File: config.mk
export PLATFORM = sky130hd
export DESIGN_NAME = usrt_apb_ctrl
export DESIGN_NICKNAME = d
export VERILOG_FILES = /design/src/rtl/usrt_pkg.sv /design/src/rtl/usrt_wait_timer.sv /design/src/rtl/usrt_apb_ctrl.sv
export SDC_FILE = /design/constraint.sdc
export NUM_CORES = 1
export LEC_CHECK = 0
export CAP_MARGIN = 10
export CORE_UTILIZATION = 40
export DETAILED_ROUTE_END_ITERATION = 8
export GPL_TIMING_DRIVEN = 0
export PLACE_DENSITY = 0.76
export SYNTH_ARGS = -nofsm -noshare
export SYNTH_HDL_FRONTEND = slang
export SYNTH_SLANG_ARGS = --single-unit
File: constraint.sdc
create_clock -name i_Clock -period 1.9 [get_ports i_Clock]
set_input_delay 0.475 -clock i_Clock [delete_from_list [all_inputs] [get_ports i_Clock]]
set_output_delay 0.475 -clock i_Clock [all_outputs]
set_load 0.005 [all_outputs]
File: src/rtl/usrt_pkg.sv
// Shared definitions for the USRT APB transfer sequencer: address codes, FSM states
// and status register bit positions.
package usrt_pkg;

  localparam logic [1:0] ADDR_STAT = 2'b00;
  localparam logic [1:0] ADDR_TX   = 2'b01;
  localparam logic [1:0] ADDR_RX   = 2'b10;
  localparam logic [1:0] ADDR_NONE = 2'b11;

  typedef enum logic [1:0] {
    StIdle,
    StSetup,
    StAccess,
    StDone
  } usrt_state_e;

  localparam int unsigned STAT_TX_BUSY  = 0;
  localparam int unsigned STAT_RX_VALID = 1;
  localparam int unsigned STAT_TIMEOUT  = 2;

  // TX is write-only and RX is read-only; code 11 decodes to nothing.
  function automatic logic is_invalid(input logic [1:0] code, input logic write);
    return (code == ADDR_NONE) || ((code == ADDR_TX) && !write) ||
           ((code == ADDR_RX) && write);
  endfunction

endpackage

File: src/rtl/usrt_wait_timer.sv
// Saturating wait-state counter; o_Expired is high once TIMEOUT not-ready cycles are counted.
module usrt_wait_timer #(
  parameter int unsigned TIMEOUT = 15
) (
  input  logic i_Clock,
  input  logic i_Reset,
  input  logic i_Clear,
  input  logic i_Enable,
  output logic o_Expired
);

  localparam logic [7:0] Limit = 8'(TIMEOUT);

  logic [7:0] count_q, count_d;

  always_comb begin
    count_d = count_q;
    if (i_Clear) begin
      count_d = '0;
    end else if (i_Enable && (count_q != Limit)) begin
      count_d = count_q + 8'd1;
    end
  end

  always_ff @(posedge i_Clock or negedge i_Reset) begin
    if (!i_Reset) begin
      count_q <= '0;
    end else begin
      count_q <= count_d;
    end
  end

  assign o_Expired = (count_q == Limit);

endmodule

File: src/rtl/usrt_apb_ctrl.sv
// APB transfer sequencer for the USRT: decodes the target, inserts wait states, issues
// load/ack strobes to the TX/RX cores and owns the control register.
module usrt_apb_ctrl
  import usrt_pkg::*;
#(
  parameter int unsigned DATA_W  = 8,
  parameter int unsigned TIMEOUT = 15
) (
  input  logic              i_Clock,
  input  logic              i_Reset,
  input  logic              i_Psel,
  input  logic              i_Penable,
  input  logic              i_Pwrite,
  input  logic [31:0]       i_Paddr,
  input  logic [DATA_W-1:0] i_Pwdata,
  output logic [DATA_W-1:0] o_Prdata,
  output logic              o_Pready,
  output logic              o_Pslverr,
  input  logic              i_Tx_Busy,
  output logic              o_Tx_Load,
  output logic [DATA_W-1:0] o_Tx_Data,
  input  logic              i_Rx_Valid,
  input  logic [DATA_W-1:0] i_Rx_Data,
  output logic              o_Rx_Ack,
  output logic [DATA_W-1:0] o_Ctrl
);

  usrt_state_e       state_q, state_d;
  logic [1:0]        addr_q, addr_d;
  logic              wr_q, wr_d;
  logic [DATA_W-1:0] wdata_q, wdata_d;
  logic              flag_q, flag_d;
  logic [DATA_W-1:0] prdata_q, prdata_d;
  logic              pready_q, pready_d;
  logic              pslverr_q, pslverr_d;
  logic              tx_load_q, tx_load_d;
  logic [DATA_W-1:0] tx_data_q, tx_data_d;
  logic              rx_ack_q, rx_ack_d;
  logic [DATA_W-1:0] ctrl_q, ctrl_d;

  logic              timer_clr, timer_en, expired;
  logic              ready, flag_set, flag_clr;
  logic [DATA_W-1:0] status_w;
  logic              unused_addr;

  assign unused_addr = ^i_Paddr[29:0];

  usrt_wait_timer #(
    .TIMEOUT(TIMEOUT)
  ) u_wait_timer (
    .i_Clock  (i_Clock),
    .i_Reset  (i_Reset),
    .i_Clear  (timer_clr),
    .i_Enable (timer_en),
    .o_Expired(expired)
  );

  always_comb begin
    status_w                = '0;
    status_w[STAT_TX_BUSY]  = i_Tx_Busy;
    status_w[STAT_RX_VALID] = i_Rx_Valid;
    status_w[STAT_TIMEOUT]  = flag_q;
    unique case (addr_q)
      ADDR_STAT: ready = 1'b1;
      ADDR_TX:   ready = !i_Tx_Busy;
      ADDR_RX:   ready = i_Rx_Valid;
      default:   ready = 1'b0;
    endcase
  end

  always_comb begin
    state_d   = state_q;
    addr_d    = addr_q;
    wr_d      = wr_q;
    wdata_d   = wdata_q;
    prdata_d  = prdata_q;
    pready_d  = 1'b0;
    pslverr_d = 1'b0;
    tx_load_d = 1'b0;
    tx_data_d = tx_data_q;
    rx_ack_d  = 1'b0;
    ctrl_d    = ctrl_q;
    timer_clr = 1'b1;
    timer_en  = 1'b0;
    flag_set  = 1'b0;
    flag_clr  = 1'b0;

    unique case (state_q)
      StIdle: begin
        if (i_Psel && !i_Penable) begin
          state_d = StSetup;
          addr_d  = i_Paddr[31:30];
          wr_d    = i_Pwrite;
          wdata_d = i_Pwdata;
        end
      end
      StSetup: begin
        if (!i_Psel) begin
          state_d = StIdle;
        end else if (i_Penable) begin
          state_d = StAccess;
        end
      end
      StAccess: begin
        timer_clr = 1'b0;
        if (!i_Psel || !i_Penable) begin
          state_d = StIdle;
        end else if (is_invalid(addr_q, wr_q)) begin
          state_d   = StDone;
          pready_d  = 1'b1;
          pslverr_d = 1'b1;
        end else if (ready) begin
          state_d  = StDone;
          pready_d = 1'b1;
          unique case (addr_q)
            ADDR_TX: begin
              tx_load_d = 1'b1;
              tx_data_d = wdata_q;
            end
            ADDR_RX: begin
              rx_ack_d = 1'b1;
              prdata_d = i_Rx_Data;
            end
            default: begin
              if (wr_q) begin
                ctrl_d = wdata_q;
              end else begin
                prdata_d = status_w;
                flag_clr = 1'b1;
              end
            end
          endcase
        end else if (expired) begin
          state_d   = StDone;
          pready_d  = 1'b1;
          pslverr_d = 1'b1;
          flag_set  = 1'b1;
        end else begin
          timer_en = 1'b1;
        end
      end
      StDone: state_d = StIdle;
      default: state_d = StIdle;
    endcase

    flag_d = flag_set | (flag_q & ~flag_clr);
  end

  always_ff @(posedge i_Clock or negedge i_Reset) begin
    if (!i_Reset) begin
      state_q   <= StIdle;
      addr_q    <= '0;
      wr_q      <= 1'b0;
      wdata_q   <= '0;
      flag_q    <= 1'b0;
      prdata_q  <= '0;
      pready_q  <= 1'b0;
      pslverr_q <= 1'b0;
      tx_load_q <= 1'b0;
      tx_data_q <= '0;
      rx_ack_q  <= 1'b0;
      ctrl_q    <= '0;
    end else begin
      state_q   <= state_d;
      addr_q    <= addr_d;
      wr_q      <= wr_d;
      wdata_q   <= wdata_d;
      flag_q    <= flag_d;
      prdata_q  <= prdata_d;
      pready_q  <= pready_d;
      pslverr_q <= pslverr_d;
      tx_load_q <= tx_load_d;
      tx_data_q <= tx_data_d;
      rx_ack_q  <= rx_ack_d;
      ctrl_q    <= ctrl_d;
    end
  end

  assign o_Prdata  = prdata_q;
  assign o_Pready  = pready_q;
  assign o_Pslverr = pslverr_q;
  assign o_Tx_Load = tx_load_q;
  assign o_Tx_Data = tx_data_q;
  assign o_Rx_Ack  = rx_ack_q;
  assign o_Ctrl    = ctrl_q;

endmodule

## Yosys cells after proc, flatten, opt, wreduce, memory -nomap -nowiden

Cells that the tools add are included.

- Word-level logic and storage cells: 99
- Memories kept: 0
- Bits in writable memories: 0
- Bits in read-only memories: 0
- Input port bits: 55
- Register bits: 50
- Bits in latches: 0
- Output and inout bits: 28

- Divide/modulo/power cells: 0
- Equality and inequality tests: 13
- $lt $le $gt $ge: 0
- Muxes and demuxes: 46
- Multiply operators: 0
- $add $sub $neg: 1
- Shifts and indexed selects: 0
- Reductions and logical operators: 19
- Bitwise logic cells: 7

Operators by type and width:

| cell | count |
|---|---|
| $mux 1 | 33 |
| $mux 8 | 3 |
| $pmux 8 s2 | 1 |
| $mux 2 | 7 |
| $reduce_and 6->1 | 2 |
| $add 8x1->8 const B | 1 |
| $eq 2x2->1 const B | 4 |
| $eq 8x4->1 const B | 1 |
| $ne 8x4->1 const B | 1 |
| $pmux 2 s4 | 1 |
| $ne 5x5->1 const B | 1 |
| $not 1->1 | 5 |
| $reduce_and 5->1 | 1 |
| $eq 2x1->1 const B | 2 |
| $logic_and 1x1->1 | 4 |
| $logic_not 1->1 | 4 |
| $logic_not 2->1 | 2 |
| $ne 2x1->1 const B | 2 |
| $logic_or 1x1->1 | 3 |
| $ne 3x3->1 const B | 1 |
| $pmux 1 s3 | 1 |
| $reduce_and 3->1 | 1 |
| $ne 2x2->1 const B | 1 |
| $reduce_and 2->1 | 1 |
| other kinds (3) | 3 |

## Longest topological paths before layout

Gate-level depths: netlist of the first run.

- Word-level depth: 10
- Gate-level depth with buffers: 7

## Cells and area by module

A second synthesis of the first run with hierarchy kept.

- Cells, all modules: 176
- Area, all modules: 2267.2 sq um

By module, submodules not included:

| module | cells an instance | area each (sq um) | instances |
|---|---|---|---|
| usrt_apb_ctrl | 133 | 1825.5 | 1 |
| usrt_wait_timer | 43 | 441.7 | 1 |

## Least setup slack after synthesis of the first run

Ideal clock, no wire load.

- Path kind: reg2reg
- Start point: reg addr_q[1]
- End point: reg ctrl_q[0] (netlist: o_Ctrl[0])
- Arrival time: 1941 ps
- Slack: -166 ps
- Cell stages (with the launch flop): 7
- Setup time: 125 ps
- Required time: 1775 ps
- Cells stage by stage: dfrtp_1 -> inv_1 -> ha_1 -> or2b_1 -> a21o_1 -> nor3_2 -> mux2_2

- Word-level cells in the longest chain between the ends: 6

Ends and longest elaborated chain:

| item | line | text |
|---|---|---|
| from (decl) | usrt_apb_ctrl.sv:29 | `logic [1:0] addr_q, addr_d;` |
| from (signal assigned) | usrt_apb_ctrl.sv:165 | `addr_q <= addr_d;` |
| $eq 2x1->1 | usrt_pkg.sv:23, usrt_apb_ctrl.sv:63, usrt_apb_ctrl.sv:115 |  |
| $logic_and 1x1->1 | usrt_pkg.sv:23 | `return (code == ADDR_NONE) \|\| ((code == ADDR_TX) && !write) \|\|` |
| $logic_or 1x1->1 (2 in series) | usrt_pkg.sv:23 |  |
| $not 1->1 (no line) | - |  |
| $reduce_and 6->1 (no line) * | - |  |
| to (signal assigned) | usrt_apb_ctrl.sv:175 | `ctrl_q <= ctrl_d;` |
| to (decl) | usrt_apb_ctrl.sv:39 | `logic [DATA_W-1:0] ctrl_q, ctrl_d;` |

Every way passes the cells marked *; elsewhere a longest branch is shown, timed or not.
A chain may end at the register's enable or synchronous reset.

## Final worst setup path of the first run

- Start point: in i_Psel
- End point: reg u_wait_timer.count_q[3]

- Word-level cells in the longest chain between the ends: 6

Ends and longest elaborated chain:

| item | line | text |
|---|---|---|
| from (decl) | usrt_apb_ctrl.sv:11 | `input logic i_Psel,` |
| $logic_not 1->1 | usrt_apb_ctrl.sv:106 | `if (!i_Psel \|\| !i_Penable) begin` |
| $logic_or 1x1->1 | usrt_apb_ctrl.sv:106 |  |
| $mux 1 | usrt_apb_ctrl.sv:106 |  |
| $mux 1 | usrt_apb_ctrl.sv:88 | `unique case (state_q)` |
| $logic_and 1x1->1 | usrt_wait_timer.sv:20 | `end else if (i_Enable && (count_q != Limit)) begin` |
| $ne 2x1->1 (no line) | - |  |
| to (signal assigned) | usrt_wait_timer.sv:29 | `count_q <= count_d;` |
| to (decl) | usrt_wait_timer.sv:14 | `logic [7:0] count_q, count_d;` |

Every way passes these cells.

==> results of run 1 <==
-- metrics by stage --
step,TNS (ns),worst slack [ns],std cells
floorplan,0,0.009051,183
global placement,-75.71,-1.086,305
detailed placement,-21.20,-0.6670,306
CTS,-0.1942,-0.03511,323
global route,-0.1383,-0.06570,328
finish,-0.04135,-0.04135,328
-- power breakdown --
group          internal [uW]  switching, uW  total (uW)  leakage (uW)
registers               1160           70.9        1230      0.000646
clock network            259            357         616     0.0000441
logic                    325            254         578      0.000760
-- logic make-up after synthesis --
logic type | count (synthesis)
adder cells (fa/ha/maj) | 6
AND/OR/NAND/NOR | 49
AO/OA/AOI/OAI | 26
flip-flops | 50
multiplexers | 39
buffers and inverters | 13
-- per-layer routing --
| layer | GRT usage, % | part of all wire, % | vias up |
|---|---|---|---|
| li1 | - | - | 798 |
| met1 | 21.40 | 44 | 810 |
| met2 | 27.70 | 48 | 55 |
| met3 | 5.357 | 6.5 | 7 |
| met4 | 5.660 | 1.1 | 0 |
| met5 | 0 | 0 | - |
-- registers in the layout, indices dropped and copies added, names as in the netlist, 2 cells and up --
signal,flops
u_wait_timer.count_q,8
o_Tx_Data,8
o_Prdata,8
addr_q,2
state_q,2
o_Ctrl,8
wdata_q,8
-- synth_stat cells (2+ instances only) --
master | n | share of area [%]
o31ai_1 | 3 | 1.0
nand2b_1 | 3 | 0.83
inv_1 | 9 | 1.5
nor3_1 | 3 | 0.66
nor2_1 | 5 | 0.83
nand3_1 | 4 | 0.89
dfrtp_1 | 50 | 55
nand4_1 | 2 | 0.55
ha_1 | 6 | 3.3
and3_1 | 2 | 0.55
nand3_2 | 2 | 0.89
mux2i_1 | 7 | 3.1
buf_6 | 2 | 1.0
nand2_1 | 15 | 2.5
o21ai_0 | 4 | 0.89
mux2_2 | 31 | 15
or4_1 | 3 | 1.0
a21oi_1 | 13 | 2.9
-- worst min path at each step --
stage	start	endpoint	slack (ns)	depth (start not counted)
6_report	i_Reset	o_Ctrl[4]$_DFFE_PN0P_	0.05	1
5_1_grt	i_Reset	o_Ctrl[3]$_DFFE_PN0P_	0.06	1
4_1_cts	i_Reset	o_Ctrl[4]$_DFFE_PN0P_	0.05	1
3_5_place_dp	i_Reset	o_Ctrl[4]$_DFFE_PN0P_	0.39	1
3_3_place_gp	o_Tx_Data[7]$_DFFE_PN0P_	o_Tx_Data[7]$_DFFE_PN0P_	0.49	1
2_1_floorplan	i_Reset	addr_q[0]$_DFFE_PN0P_	0.18	0
-- worst max-delay path, stage by stage --
cell             delay [ns]
clkdlybuf4s50_1        0.54
nand2_2                0.10
a211o_1                0.30
buf_6                  0.14
or4_1                  0.47
a21oi_1                0.15
-- final cells by class --
cell class / instances / area [um2]
clock buffer: 5 / 68.82
buffer: 4 / 35.03
timing repair buffer: 67 / 650.6
inverter: 9 / 33.78
sequential: 50 / 1254
clock inverter: 3 / 21.27
fill: 435 / 2024
multi-input combinational: 120 / 1095
tap: 70 / 87.58
-- timing repair --
item,in CTS,in global routing
resized for setup,26,11
hold buffers,0,0
pin swaps,4,2
setup endpoints to repair,40,32
buffers inserted,9,5
==> out/metrics.csv, run 1 <==
stage,metric,value,unit
run_status,outcome,"finished, violations left",
run_status,violated checks,setup timing,
worst_setup_path,Crit Reg-Reg Endpoint,u_wait_timer.count_q[3]$_DFFE_PN0P_,
cts,Clock Tree Buf Depth,2,
worst_setup_path,Critical path destination,u_wait_timer.count_q[3]$_DFFE_PN0P_,
floorplan,Core ar.,5270,um2
finish,diodes inserted,0,
logic_synthesis,"FFs w/ async S/R, synth",100.0,%
worst_setup_path,Crit. Startpoint,i_Psel,
cts,Skew-Pair Late Insertion Delay,0.30,ns
logic_synthesis,library cells used by synthesis,37,
worst_setup_path,FF-to-FF path depth,6,
timing,RSZ-0062 raised after global routing,true,
logic_synthesis,largest family of logic cells by synthesized area,multiplexers,
grt,total grt overflow,0,
logic_synthesis,mux cell area share after synthesis,19.24,%
worst_setup_path,Crit. End Element,register,
detailed_routing,DRC violations left,0,
cts,clk sinks,50,
placed_design,Placer Congestion,0.8773,
floorplan,Die H,77.12,um
finish,final core utilization,61.59,%
floorplan,chip width,77.12,um
pwr,Pleak,0.001451,uW
grt,number of global-route vias before repair,1734,
grt,initial antenna violation count,0,
min_path,path category of the worst min-delay check,in -> async,
logic_synthesis,Avg Synthesized Cell Area,12.33,um2
finish,"most common cell after layout, fill and taps aside",clkdlybuf4s50_1,
detailed_routing,vias per cell,5.091,
placed_design,post-DP HPWL,3.108,mm
logic_synthesis,number of flops mapped to enable cells by yosys,0,
placed_design,input/output buffers,52,
logic_synthesis,Syn. warnings,0,
timing,Final min period,1.941,ns
grt,gr usage total,17.04,%
logic_synthesis,Synth Area in XOR/XNOR,0,%
timing,Max Transition Viols Final,0,
timing,Final Skew,0.009743,ns
timing,Fmax,0.5151,GHz
detailed_routing,drt total wl,4.740,mm
detailed_routing,Pre-Repair DR Iteration Count,4,
timing,Finish-stage setup viols,1,
floorplan,row count,26,
worst_setup_path,R2R Setup Slk,-0.03,ns
logic_synthesis,cell area after synthesis,2257,um2
pwr,overall power,2421,uW
finish,Area Overhead vs Synth,43.79,%
logic_synthesis,Syn Inst Count,183,
job,max-cap viol count,0,
timing,worst slew pin tran,0.5257,ns
floorplan,I/O pin total,83,
finish,Final Cell Area,3246,um2
timing,final hold violation count,0,
logic_synthesis,top_reg_cell synth,dfrtp_1,
logic_synthesis,compound-gate portion of the synthesized area,6.929,%
floorplan,die area,5947,um2
timing,slew margin rel.,64.74,%
finish,most frequent cells in the layout,"clkdlybuf4s50_1, dfrtp_1, mux2_2, nand2_1, buf_4",
cts,H-tree levels,2,
timing,fin crit share,102.2,%
worst_setup_path,Critical R2R Launch,addr_q[1]$_DFFE_PN0P_,
pwr,pwr/cell area,745.9,nW/um2
worst_setup_path,worst path required time,2.13,ns
worst_setup_path,crit-path max FO,7,
logic_synthesis,"Seq/Total Area, Yosys",55.43,%
pwr,maximum VDD drop,0.4720,mV
detailed_routing,ANT nets after route,0,
logic_synthesis,synthesized flop and latch total,50,
timing,Final Hold Slack,0.04746,ns
cts,CTS tree,built,
floorplan,starting density of the core,42.83,%
grt,first-pass GRT wire length,8.086,mm
timing,setup slack after layout,-0.04135,ns
cts,clk root buf,clkbuf_8,
grt,largest net degree at the start of global routing,39,
logic_synthesis,Adder-Cell Fraction of Synth Area,3.326,%
detailed_routing,routed vias,1670,
cts,CTS buffer count,5,
worst_setup_path,CP Class,in -> reg,
detailed_routing,drt wl/cell,14.45,um
logic_synthesis,Simple-Gate Fraction of Synth Area,12.20,%
worst_setup_path,crit path launch type,input port,
finish,layout cells sized above 1,33.33,%
placed_design,Post-DP Area,2893,um2
worst_setup_path,Worst EP arrival,2.17,ns
logic_synthesis,post-synthesis net count,244,
finish,Final nets,318,
cts,"CTS clk-pin slew, worst paths",0.10,ns
detailed_routing,initial DRC count,83,
Note: power is estimated with default switching activity, not from simulation.
==> run 2, diff against run 1 <==
- REMOVE_ABC_BUFFERS: unset -> 1
==> run 2 against run 1 <==
  * The flow still finishes with violations (setup timing)
  * Clock power grew 46%
  * Clock-buffer cell count stayed put
  * Final cell count rose by 1.8%
  * Register-to-register slack about the same
  * Flip-flop and latch count unchanged
  * Combinational power is 8.8% higher
  * Setup slack improved by 0.021 ns
  * Hold slack better by 0.10 ns
  * Global-route usage up 1.7 points
  * Design area is 3.7% higher
  * Utilization increased by 2.3 points
  * Sequential share of layout area fell by 1.4 points
  * Critical path type is now reg -> reg
  * Largest cell class unchanged
==> out/metrics.csv, run 2 (same netlist as run 1, synthesis figures left out) <==
stage,metric,value,unit,change
timing,worst slew pin tran,0.5681,ns,+0.04240 ns
worst_setup_path,"delay-heaviest family, CP",simple AND/OR/NAND/NOR gates,,
timing,fin crit share,101.1,%,-1.1 points
worst_setup_path,worst path required time,2.14,ns,about the same
worst_setup_path,crit-path max FO,6,,-1
detailed_routing,DRC violations left,0,,unchanged
pwr,pwr/cell area,817.6,nW/um2,+9.6%
floorplan,Core ar.,5270,um2,unchanged
placed_design,pre-CTS setup slack,-1.105,ns,-0.4380 ns
detailed_routing,routed vias,1785,,+6.9%
pwr,sequential share of power,44.4,%,-6.3 points
grt,gr usage total,18.71,%,+1.7 points
worst_setup_path,Worst EP arrival,2.16,ns,about the same
timing,Finish-stage setup viols,8,,+7
grt,first-pass GRT wire length,8.721,mm,+7.9%
floorplan,starting density of the core,42.83,%,unchanged
grt,number of global-route vias before repair,1787,,+3.1%
floorplan,row count,26,,unchanged
timing,final hold violation count,0,,unchanged
cts,clk root buf,clkbuf_8,,
worst_setup_path,Worst path max stage delay,0.50,ns,-0.04 ns
finish,most frequent cells in the layout,"clkdlybuf4s50_1, dfrtp_1, mux2_2, buf_4, nand2_1",,
detailed_routing,drt wl/cell,15.71,um,+8.7%
worst_setup_path,CP Class,reg -> reg,,
floorplan,chip width,77.12,um,unchanged
timing,RSZ-0062 raised after global routing,true,,
worst_setup_path,R2R Setup Slk,-0.02,ns,about the same
timing,setup slack after layout,-0.02081,ns,+0.02054 ns
detailed_routing,vias per cell,5.344,,+5.0%
placed_design,input/output buffers,52,,unchanged
cts,CTS tree,built,,
grt,total grt overflow,0,,unchanged
finish,layout cells sized above 1,35.98,%,+2.7 points
grt,initial antenna violation count,0,,unchanged
pwr,Pleak,0.001505,uW,+3.7%
finish,Area Overhead vs Synth,49.06,%,
timing,Final Hold Slack,0.1496,ns,+0.1021 ns
placed_design,post-DP HPWL,3.071,mm,-1.2%
grt,routing usage on met1,22.80,%,+1.4 points
pwr,Cell Int Power,2033,uW,+17%
worst_setup_path,Crit. End Element,register,,
floorplan,die area,5947,um2,unchanged
finish,Final nets,324,,+1.9%
grt,met3 GRT Util,6.548,%,+1.2 points
pwr,Clk pwr share,32.7,%,+7.3 points
grt,largest net degree at the start of global routing,27,,-31%
timing,Final min period,1.921,ns,-0.02054 ns
finish,"most common cell after layout, fill and taps aside",clkdlybuf4s50_1,,
pwr,sw frac,26.09,%,-2.0 points
timing,Final Skew,0.008609,ns,-0.001134 ns
worst_setup_path,Crit Reg-Reg Endpoint,u_wait_timer.count_q[5]$_DFFE_PN0P_,,
cts,H-tree levels,2,,unchanged
grt,met2 Use GR,31.06,%,+3.4 points
finish,diodes inserted,0,,unchanged
cts,post-cts hold buffer count,0,,unchanged
timing,Max Transition Viols Final,0,,unchanged
cts,CTS buffer count,5,,unchanged
worst_setup_path,crit-path cells,"ha_4, and3_4, a211o_4, or4_1, a21oi_2",,
worst_setup_path,Critical path destination,u_wait_timer.count_q[5]$_DFFE_PN0P_,,
pwr,Net Sw Power,717.6,uW,+5.4%
detailed_routing,drt total wl,5.248,mm,+11%
min_path,path category of the worst min-delay check,in -> async,,
cts,Clock Tree Buf Depth,2,,unchanged
run_status,outcome,"finished, violations left",,
detailed_routing,ANT nets after route,0,,unchanged
worst_setup_path,Critical Path Slowest Stage Cell,or4_1,,
timing,Fmax,0.5206,GHz,+1.1%
worst_setup_path,Crit. path cell count,5,,-1
timing,slew margin rel.,62.13,%,-2.6 points
worst_setup_path,worst path bufs/invs,0,,-2
cts,clk sinks,50,,unchanged
job,max-cap viol count,0,,unchanged
run_status,violated checks,setup timing,,
worst_setup_path,crit path launch type,register,,
grt,GR peak layer,met2,,
cts,Skew-Pair Late Insertion Delay,0.31,ns,about the same
detailed_routing,initial DRC count,147,,+77%
cts,"CTS clk-pin slew, worst paths",0.10,ns,about the same
floorplan,I/O pin total,83,,unchanged
pwr,logic gate share of total power,22.9,%,-1.0 points
floorplan,Die H,77.12,um,unchanged
pwr,maximum VDD drop,0.5451,mV,+15%
worst_setup_path,FF-to-FF path depth,5,,-1
worst_setup_path,Crit. Startpoint,u_wait_timer.count_q[1]$_DFFE_PN0P_,,
worst_setup_path,Critical R2R Launch,u_wait_timer.count_q[1]$_DFFE_PN0P_,,
placed_design,Placer Congestion,0.7793,,-11%
detailed_routing,Pre-Repair DR Iteration Count,4,,unchanged
[run 2: cell type report]
class                   instances  area (um2)
clock buffers                   5       68.82
clock inverters                 3       68.82
fillers                       401        1906
inverters                       9       33.78
multi-input cells             120        1112
flip-flops and latches         50        1254
well taps                      70       87.58
repair buffers                 77       739.5
[run 2: per-stage QoR]
stage | TNS [ns] | cell area [um2] | instances | util, % | total power (uW)
CTS | 0 | 3251 | 327 | 61.68 | 2728
finish | -0.1067 | 3364 | 334 | 63.84 | 2751
detailed placement | -32.23 | 2863 | 303 | 54.32 | 1675
global placement | -98.83 | 2834 | 301 | 53.77 | 1657
floorplan | -14.79 | 2226 | 179 | - | 1453
global route | -0.9649 | 3364 | 334 | 63.84 | 2874
[run 2: per-layer routing]
metal	vias to the layer above	routed length [um]	part of all wire, %
met4	0	90	1.7
met3	11	409	7.8
met1	888	2182	42
met2	73	2566	49
met5	-	0	0
li1	813	-	-
[run 2: how the worst min path moves through the flow]
| stage | endpoint | slack, ns | cells past startpoint |
|---|---|---|---|
| 2_1_floorplan | addr_q[0]$_DFFE_PN0P_ | 0.18 | 0 |
| 5_1_grt | wdata_q[7]$_DFFE_PN0P_ | 0.19 | 1 |
| 3_5_place_dp | o_Tx_Data[6]$_DFFE_PN0P_ | 0.49 | 1 |
| 3_3_place_gp | o_Tx_Data[5]$_DFFE_PN0P_ | 0.49 | 1 |
| 4_1_cts | o_Ctrl[7]$_DFFE_PN0P_ | 0.17 | 1 |
| 6_report | o_Tx_Data[7]$_DFFE_PN0P_ | 0.15 | 1 |
[run 2: what timing repair did]
| action | 4_1_cts | 5_1_grt |
|---|---|---|
| gates resized for setup | 24 | 16 |
| pin swaps | 7 | 7 |
| setup buffers | 16 | 7 |
| endpoints found under the setup margin | 41 | 26 |
[run 2: power by group through the flow]
stage / Combinational (uW) / Sequential, uW / Clock [uW]
final: 629 / 1220 / 899
after global routing: 677 / 1240 / 959
after CTS: 595 / 1220 / 912
after detailed placement: 436 / 1240 / 0
after global placement: 422 / 1240 / 0
after floorplan: 224 / 1230 / 0
==> run 3, diff against run 2 <==
- CORE_UTILIZATION: 40 -> 30
- PLACE_DENSITY: 0.76 -> unset
- SLEW_MARGIN: unset -> 10
==> run 3 against run 2 <==
  * The run now ends clean
  * Die area increased by 32%
  * Utilization decreased by 18 points
  * Sequential share of layout area about the same
  * Clock-buffer cell count unchanged
  * Routed wire length decreased by 5.8%
  * Combinational power increased by 10%
  * Register-to-register slack improved by 0.03 ns
  * Non-clock buffer count decreased by 7
  * Sequential power about the same
  * Critical path type unchanged
  * Largest cell class unchanged
==> out/metrics.csv, run 3 (same netlist as run 1, synthesis figures left out) <==
stage,metric,value,unit,change
worst_setup_path,Crit. End Element,register,,
timing,final hold violation count,0,,unchanged
floorplan,row count,31,,+19%
placed_design,Placer Congestion,0.7460,,-4.3%
worst_setup_path,worst path bufs/invs,1,,+1
pwr,maximum VDD drop,0.4367,mV,-20%
cts,clk sinks,50,,unchanged
cts,CTS tree,built,,
detailed_routing,drt wl/cell,13.85,um,-12%
floorplan,chip width,88.74,um,+15%
timing,fin crit share,99.25,%,-1.8 points
worst_setup_path,Critical Path Slowest Stage Cell,or4_4,,
timing,worst slew pin tran,0.7549,ns,+0.1868 ns
grt,initial antenna violation count,0,,unchanged
grt,gr usage total,12.37,%,-6.3 points
detailed_routing,initial DRC count,62,,-58%
detailed_routing,DRC violations left,0,,unchanged
floorplan,starting density of the core,31.12,%,-12 points
worst_setup_path,Worst path max stage delay,0.49,ns,about the same
finish,"most common cell after layout, fill and taps aside",clkdlybuf4s50_1,,
timing,RSZ-0062 raised after global routing,true,,
timing,setup slack after layout,0.01418,ns,+0.03499 ns
detailed_routing,vias per cell,4.759,,-11%
cts,"CTS clk-pin slew, worst paths",0.09,ns,about the same
timing,Final Skew,0.005502,ns,-0.003108 ns
worst_setup_path,crit-path max FO,6,,unchanged
cts,H-tree levels,2,,unchanged
worst_setup_path,crit-path cells,"buf_4, mux2_4, a211o_4, or4_4, a21oi_2",,
placed_design,dpl cells,333,,+9.9%
grt,largest net degree at the start of global routing,29,,+7.4%
floorplan,I/O pin total,83,,unchanged
worst_setup_path,Worst EP arrival,2.12,ns,-0.04 ns
detailed_routing,routed vias,1699,,-4.8%
detailed_routing,drt total wl,4.944,mm,-5.8%
floorplan,die area,7875,um2,+32%
placed_design,pre-CTS setup slack,-1.139,ns,-0.03432 ns
grt,first-pass GRT wire length,7.334,mm,-16%
grt,total grt overflow,0,,unchanged
timing,Max Transition Viols Final,0,,unchanged
worst_setup_path,"delay-heaviest family, CP",simple AND/OR/NAND/NOR gates,,
finish,most frequent cells in the layout,"clkdlybuf4s50_1, dfrtp_1, mux2_2, nand2_1, buf_4",,
cts,Skew-Pair Late Insertion Delay,0.30,ns,about the same
finish,Final Cell Area,3361,um2,-0.11%
cts,post-cts hold buffer count,0,,unchanged
finish,diodes inserted,0,,unchanged
grt,number of global-route vias before repair,1553,,-13%
job,max-cap viol count,0,,unchanged
pwr,Pleak,0.001466,uW,-2.6%
finish,Area Overhead vs Synth,48.89,%,
cts,CTS buffer count,5,,unchanged
finish,Final nets,318,,-1.9%
finish,layout cells sized above 1,34.50,%,-1.5 points
finish,Non-Filler Instances,357,,+6.9%
run_status,outcome,finished clean,,
timing,slew margin rel.,49.21,%,-13 points
detailed_routing,ANT nets after route,0,,unchanged
worst_setup_path,crit path launch type,register,,
worst_setup_path,worst path required time,2.13,ns,about the same
detailed_routing,Pre-Repair DR Iteration Count,4,,unchanged
placed_design,post-DP HPWL,3.135,mm,+2.1%
timing,Finish-stage setup viols,0,,-8
cts,Clock Tree Buf Depth,2,,unchanged
timing,Fmax,0.5303,GHz,+1.9%
floorplan,Core ar.,7253,um2,+38%
pwr,pwr/cell area,759.6,nW/um2,-7.1%
cts,clk root buf,clkbuf_8,,
placed_design,Post-DP Area,2907,um2,+1.5%
min_path,path category of the worst min-delay check,in -> async,,
floorplan,Die H,88.74,um,+15%
worst_setup_path,CP Class,reg -> reg,,
placed_design,input/output buffers,52,,unchanged
timing,Final min period,1.886,ns,-0.03499 ns
==> run 3: area by class of cell <==
class	count	area, um2
Fill cell	677	3892
Sequential cell	50	1254
Multi-Input combinational cell	121	1139
Timing Repair Buffer	70	716.9
Tap cell	99	123.9
Clock buffer	5	68.82
Inverter	9	33.78
Clock inverter	3	25.02
==> run 3: per-stage QoR <==
stage                     util, %  hold slack, ns  total power [uW]  setup TNS (ns)
after global routing        46.33          0.1825              2696         -0.2802
after global placement      39.57          0.4893              1670         -109.98
after CTS                   44.51          0.1513              2511               0
final                       46.33          0.1442              2553               0
after detailed placement    40.07          0.4923              1683          -30.58
after floorplan                 -          0.1794              1453          -14.79
==> run 3: path summary, 6_finish.rpt <==
check                                   startpoint                             endpoint  slack (ns)  depth (start not counted)
max reg2reg                  addr_q[1]$_DFFE_PN0P_  u_wait_timer.count_q[5]$_DFFE_PN0P_        0.01                          5
max in group asynchronous                  i_Reset  u_wait_timer.count_q[0]$_DFFE_PN0P_        1.22                          2
min reg2reg                o_Prdata[2]$_DFFE_PN0P_              o_Prdata[2]$_DFFE_PN0P_        0.51                          1
min in group i_Clock       o_Prdata[2]$_DFFE_PN0P_              o_Prdata[2]$_DFFE_PN0P_        0.51                          1
min                                        i_Reset  u_wait_timer.count_q[6]$_DFFE_PN0P_        0.14                          1
max                          addr_q[1]$_DFFE_PN0P_  u_wait_timer.count_q[5]$_DFFE_PN0P_        0.01                          5
==> run 3: per-layer routing <==
layer  global-route usage (%)  up-vias  part of all wire (%)
met5                        0        -                     0
met4                    4.545        0                   1.5
met2                    20.91       44                    49
met3                    3.358        6                   5.1
met1                    15.16      845                    44
li1                         -      804                     -
==> run 3: repair_timing <==
item,4_1_cts,5_1_grt
endpoints found under the setup margin,35,25
gates cloned,0,2
resized for setup,23,20
buffers inserted,12,2
pin swaps,8,6
==> run 3: where the power goes <==
group	leakage (uW)	switching [uW]	total, uW	internal, uW
combinational	0.000775	285	695	410
sequential	0.000646	66.7	1220	1160
clock	0.0000447	370	636	266
total	0.00147	721	2550	1830
